`src/rtl/branch_resolve_ctrl.sv`:
```
// branch_resolve_ctrl
// Resolves EX-stage control-flow instructions against the PC already in ID.
// On a mismatch (or an empty ID slot) it flags a mispredict, issues a
// registered redirect to fetch over a valid/ready handshake, and then keeps
// squash asserted for FLUSH_DEPTH cycles after the redirect is accepted.
// It also keeps saturating performance counters.
//
// Ports
//   clk, rst_b              core clock, async active-low reset
//   stall_in                EX instruction does not resolve this cycle
//   ex_valid/ex_ctrl/ex_sel EX instruction qualifiers and next-PC select
//   pc_ex, pc_id, id_valid  EX PC, PC sitting in ID, ID occupancy
//   br/jr/j_target          candidate targets
//   redirect_ready          fetch accepts the redirect
//   perf_clr                synchronous clear of both counters
//   ex_en                   EX/MEM register enable (combinational)
//   mispredict              mismatch detected this cycle (combinational)
//   squash                  kill IF/ID contents (registered)
//   redirect_valid/_pc      redirect request to fetch (registered)
//   busy                    controller not idle
//   ctrl_cnt, mispred_cnt   saturating event counters
module branch_resolve_ctrl #(
  parameter int XLEN        = 32,
  parameter int FLUSH_DEPTH = 1,
  parameter int PERF_W      = 16
) (
  input  logic              clk,
  input  logic              rst_b,
  input  logic              stall_in,
  input  logic              ex_valid,
  input  logic              ex_ctrl,
  input  logic [1:0]        ex_sel,
  input  logic [XLEN-1:0]   pc_ex,
  input  logic [XLEN-1:0]   pc_id,
  input  logic              id_valid,
  input  logic [XLEN-1:0]   br_target,
  input  logic [XLEN-1:0]   jr_target,
  input  logic [XLEN-1:0]   j_target,
  input  logic              redirect_ready,
  input  logic              perf_clr,
  output logic              ex_en,
  output logic              mispredict,
  output logic              squash,
  output logic              redirect_valid,
  output logic [XLEN-1:0]   redirect_pc,
  output logic              busy,
  output logic [PERF_W-1:0] ctrl_cnt,
  output logic [PERF_W-1:0] mispred_cnt
);

  localparam int CNT_W = (FLUSH_DEPTH > 1) ? $clog2(FLUSH_DEPTH) : 1;
  localparam logic [CNT_W-1:0]  DRAIN_INIT = CNT_W'(FLUSH_DEPTH - 1);
  localparam logic [PERF_W-1:0] PERF_MAX   = '1;

  typedef enum logic [1:0] {
    IDLE     = 2'd0,
    REDIRECT = 2'd1,
    DRAIN    = 2'd2
  } state_t;

  state_t           state;
  logic [CNT_W-1:0] drain_cnt;
  logic [XLEN-1:0]  target;
  logic             resolve;

  always_comb begin
    target = pc_ex + XLEN'(4);
    case (ex_sel)
      2'b01:   target = br_target;
      2'b10:   target = jr_target;
      2'b11:   target = j_target;
      default: target = pc_ex + XLEN'(4);
    endcase
  end

  assign resolve    = (state == IDLE) && ex_valid && ex_ctrl && !stall_in;
  // Gated by rst_b so the pipeline sees a clean "no mispredict, advance"
  // while reset is held, whatever the EX inputs are doing.
  assign mispredict = rst_b && resolve && (!id_valid || (pc_id != target));
  assign ex_en      = !rst_b || !(stall_in || mispredict);
  assign busy       = (state != IDLE);

  always_ff @(posedge clk or negedge rst_b) begin
    if (!rst_b) begin
      state          <= IDLE;
      drain_cnt      <= '0;
      redirect_valid <= 1'b0;
      redirect_pc    <= '0;
      squash         <= 1'b0;
    end else begin
      case (state)
        IDLE: begin
          if (mispredict) begin
            state          <= REDIRECT;
            redirect_pc    <= target;
            redirect_valid <= 1'b1;
            squash         <= 1'b1;
          end
        end
        REDIRECT: begin
          // redirect_valid is always 1 here, so ready alone completes it
          if (redirect_ready) begin
            state          <= DRAIN;
            redirect_valid <= 1'b0;
            drain_cnt      <= DRAIN_INIT;
          end
        end
        DRAIN: begin
          // Counts FLUSH_DEPTH-1 .. 0, one squash cycle per value
          if (drain_cnt == '0) begin
            state  <= IDLE;
            squash <= 1'b0;
          end else begin
            drain_cnt <= drain_cnt - 1'b1;
          end
        end
        default: begin
          state          <= IDLE;
          redirect_valid <= 1'b0;
          squash         <= 1'b0;
        end
      endcase
    end
  end

  // Clear wins over a same-cycle event; counters stick at all-ones.
  always_ff @(posedge clk or negedge rst_b) begin
    if (!rst_b) begin
      ctrl_cnt    <= '0;
      mispred_cnt <= '0;
    end else if (perf_clr) begin
      ctrl_cnt    <= '0;
      mispred_cnt <= '0;
    end else begin
      if (resolve && ctrl_cnt != PERF_MAX)
        ctrl_cnt <= ctrl_cnt + 1'b1;
      if (mispredict && mispred_cnt != PERF_MAX)
        mispred_cnt <= mispred_cnt + 1'b1;
    end
  end

endmodule

```
`config.mk`:
```
export PLATFORM = sky130hd
export DESIGN_NAME = branch_resolve_ctrl
export DESIGN_NICKNAME = d
export VERILOG_FILES = /design/src/rtl/branch_resolve_ctrl.sv
export SDC_FILE = /design/constraint.sdc
export NUM_CORES = 1
export LEC_CHECK = 0
export CORE_UTILIZATION = 30
export CTS_CLUSTER_SIZE = 20
export DETAILED_ROUTE_END_ITERATION = 10
export PLACE_DENSITY_LB_ADDON = 0.25
export SETUP_SLACK_MARGIN = 0.2
export SLEW_MARGIN = 20
export SYNTH_ARGS = -nofsm -noshare
export SYNTH_HDL_FRONTEND = slang
export SYNTH_SLANG_ARGS = --single-unit
```
`constraint.sdc`:
```
create_clock -name clk -period 6.5 [get_ports clk]
set_input_delay 1.95 -clock clk [delete_from_list [all_inputs] [get_ports clk]]
set_output_delay 1.95 -clock clk [all_outputs]
set_load 0.005 [all_outputs]
```
==> insert_results.sql <==
INSERT INTO impl_metrics (metric_group, metric, value, unit) VALUES
('die', 'core_area', '19500', 'sq um'),
('sta', 'timing.final.crit_share', '103', '%'),
('cts', 'cts.hold.buffers_added', '0', ''),
('synth', 'post_synth_fa_ha_maj_area_fraction', '0.629', '%'),
('critical_path', 'r2r_setup_slack', '3.87', 'ns'),
('die', 'floorplan.die_area', '20500', 'sq um'),
('global_routing', 'antenna_found_initial', '0', ''),
('place', 'placedCellCount', '1288', ''),
('sta', 'max_clock_freq', '150', 'MHz'),
('critical_path', 'crit-reg2reg-launch', 'mispred_cnt[0]', ''),
('synth', 'syn-cell-area', '5970', 'sq um'),
('route', 'detailroute.via_count', '6969', ''),
('die', 'io-pin-count', '239', ''),
('route', 'firstDrtPassIters', '6', ''),
('route', 'detail_route.wl_per_cell', '19.0', 'um'),
('die', 'initial_core_util', '30.7', '%'),
('power', 'power-per-cell-area', '161', 'nW/um^2'),
('sta', 'worst_slew_pin_slew', '0.910', 'ns'),
('global_routing', 'tot_gr_track_use', '25.2', '%'),
('status', 'status', 'complete, but fails checks', ''),
('place', 'detailed_place_hpwl', '20.5', 'mm'),
('job', 'maxCapViolCount', '0', ''),
('status', 'violations_in_the_final_reports', 'setup timing', ''),
('route', 'wl', '25.5', 'mm'),
('sta', 'final.setup.worst_slack', '-0.169', 'ns'),
('die', 'horizontal_extent_of_the_die', '143', 'um'),
('synth', 'synth-simple-area-share', '25.2', '%'),
('global_routing', 'wire_length_of_the_first_global_routing_pass', '38.4', 'mm'),
('sta', 'worst_clock_skew', '0.0116', 'ns'),
('cts', 'clkSlewWorstSetupHoldPaths', '0.05', 'ns'),
('synth', 'number_of_synthesized_register_bits', '68', ''),
('synth', 'post_synth_arst_share', '100', '%'),
('critical_path', 'critical-path-top-delay-family', 'simple AND/OR/NAND/NOR gates', ''),
('cts', 'clkLatencyLatePin', '0.34', 'ns'),
('route', 'routed_via_density', '5.20', ''),
('hold_path', 'timing.hold.worst.start', 'redirect_valid', ''),
('power', 'peakVddDrop', '0.102', 'mV'),
('cts', 'cts_tree', 'built', ''),
('synth', 'yosys_warn_count', '0', ''),
('hold_path', 'hold_wc_path_type', 'reg2reg', ''),
('power', 'power.leakage', '4.72', 'nW'),
('layout', 'drive_above_1_share', '33.6', '%'),
('critical_path', 'critical_path_buf_inv_count', '4', ''),
('critical_path', 'worstSetupStartpointType', 'input port', ''),
('layout', 'finish.instance_area', '10900', 'sq um'),
('route', 'drt_iter0_drc', '382', ''),
('die', 'die-height', '143', 'um'),
('place', 'placedInstanceArea', '9860', 'sq um'),
('critical_path', 'crit_start', 'pc_ex[19]', ''),
('synth', 'largest_family_of_logic_cells_by_synthesized_area', 'simple AND/OR/NAND/NOR gates', ''),
('layout', 'antenna-diode-count', '0', ''),
('synth', 'cell_count_after_synthesis', '658', ''),
('critical_path', 'cp_most_frequent_cell', 'sky130_fd_sc_hd__nand4_1', ''),
('critical_path', 'worst-setup-path-type', 'in2out', ''),
('critical_path', 'worst-r2r-cell-count', '9', ''),
('critical_path', 'cp-endpoint', 'ex_en', ''),
('synth', 'top_cells_by_area_synth', 'sky130_fd_sc_hd__dfrtp_1 (29%), sky130_fd_sc_hd__mux2i_1 (5.0%), sky130_fd_sc_hd__mux2_4 (4.0%)', ''),
('layout', 'final_cell_count_no_fill', '1341', ''),
('power', 'p_total', '1.75', 'mW'),
('critical_path', 'critPathRequiredTime', '4.55', 'ns'),
('sta', 'max_slew_violation_count', '0', ''),
('sta', 'period_minus_slack', '6.67', 'ns'),
('synth', 'synth_flop_cell', 'sky130_fd_sc_hd__dfrtp_1', ''),
('synth', 'syn_nets', '831', ''),
('synth', 'count_of_flip_flops_with_a_built_in_enable_after_synthesis', '0', ''),
('layout', 'area_growth', '82.0', '%'),
('cts', 'numCtsBuffers', '9', ''),
('route', 'final_routed_drc_violation_total', '0', ''),
('critical_path', 'crit_path_max_incr_delay', '0.59', 'ns'),
('synth', 'synth_largest_area_cell', 'sky130_fd_sc_hd__dfrtp_1', ''),
('sta', 'finalSetupViolCount', '2', '');
[kinds of logic (layout without fill, tap and decap cells)]
kind of cell,after synthesis,count (layout)
AOI/OAI and AO/OA,138,138
DFF,68,68
and+or+nand+nor,263,263
buffers and inverters,65,483
adders and majority gates,3,3
muxes,76,76
xor gates and xnor gates,45,45
[layout by cell type, fill, tap and decap left out, types with 14 or more instances in the layout]
cell type / count
sky130_fd_sc_hd__mux2_4: 18
sky130_fd_sc_hd__dfrtp_1: 68
sky130_fd_sc_hd__nand3_1: 28
sky130_fd_sc_hd__clkdlybuf4s50_1: 193
sky130_fd_sc_hd__mux2i_1: 27
sky130_fd_sc_hd__nand2_1: 37
sky130_fd_sc_hd__nor3_1: 17
sky130_fd_sc_hd__buf_4: 191
sky130_fd_sc_hd__mux2_2: 18
sky130_fd_sc_hd__dlygate4sd2_1: 16
sky130_fd_sc_hd__and3_1: 19
sky130_fd_sc_hd__nor2_1: 40
sky130_fd_sc_hd__inv_1: 21
sky130_fd_sc_hd__nand4_1: 20
sky130_fd_sc_hd__xnor2_1: 20
sky130_fd_sc_hd__a21oi_1: 25
sky130_fd_sc_hd__nor2b_1: 14
sky130_fd_sc_hd__o21ai_0: 22
sky130_fd_sc_hd__buf_6: 18
sky130_fd_sc_hd__xor2_1: 20
[registers in the layout, summed over array words and instances (netlist names)]
signal          flops
mispred_cnt        16
redirect_pc        32
ctrl_cnt           16
redirect_valid      1
squash              1
state               2
[worst min-delay path: cells and delay by family, from the launching register on]
kind          cells  cell delay (ns)
flops             1             0.34
simple gates      2             0.10
[power breakdown]
part | internal, mW | switching, mW | total, mW | leakage (nW)
Clock | 0.350 | 0.201 | 0.551 | 0.164
Combinational | 0.411 | 0.259 | 0.670 | 3.67
Sequential | 0.485 | 0.0391 | 0.524 | 0.886
Total | 1.25 | 0.499 | 1.75 | 4.72
[timing repair]
action	4_1_cts	5_1_grt
pin swaps	40	33
resized for setup	136	67
buffers inserted	17	19
setup endpoints to repair	2	2
gates cloned	0	1
[routing by layer]
| metal | global-route usage, % | wire (um) | vias up |
|---|---|---|---|
| met1 | 31.1 | 10700 | 3343 |
| met2 | 43.5 | 12700 | 276 |
| met4 | 8.55 | 537 | 0 |
| met3 | 5.03 | 1620 | 30 |
| met5 | 0 | 0 | - |
| li1 | - | - | 3320 |
[area by class of cell]
class                   instances  area (sq um)
well taps                     265           332
fillers                      1753          8600
multi-input cells             525          4350
inverters                      23          93.8
clock inverters                 6          95.1
repair buffers                444          4050
flip-flops and latches         68          1700
clock buffers                  10           239
[worst min path at each step]
stage | end | cells after the start
finish | redirect_valid | 2
global route | redirect_valid | 2
CTS | redirect_valid | 2
detailed placement | redirect_valid | 2
global placement | redirect_valid | 2
floorplan | redirect_valid | 2
[stage by stage]
| step | setup TNS (ns) | hold WS, ns |
|---|---|---|
| after floorplan | 0 | 0.468 |
| after global placement | -2.85 | 0.463 |
| after detailed placement | -2.68 | 0.470 |
| after CTS | -0.347 | 0.484 |
| after global routing | -0.507 | 0.510 |
| final | -0.326 | 0.477 |
No activity file was read; power rests on OpenSTA's default activity.
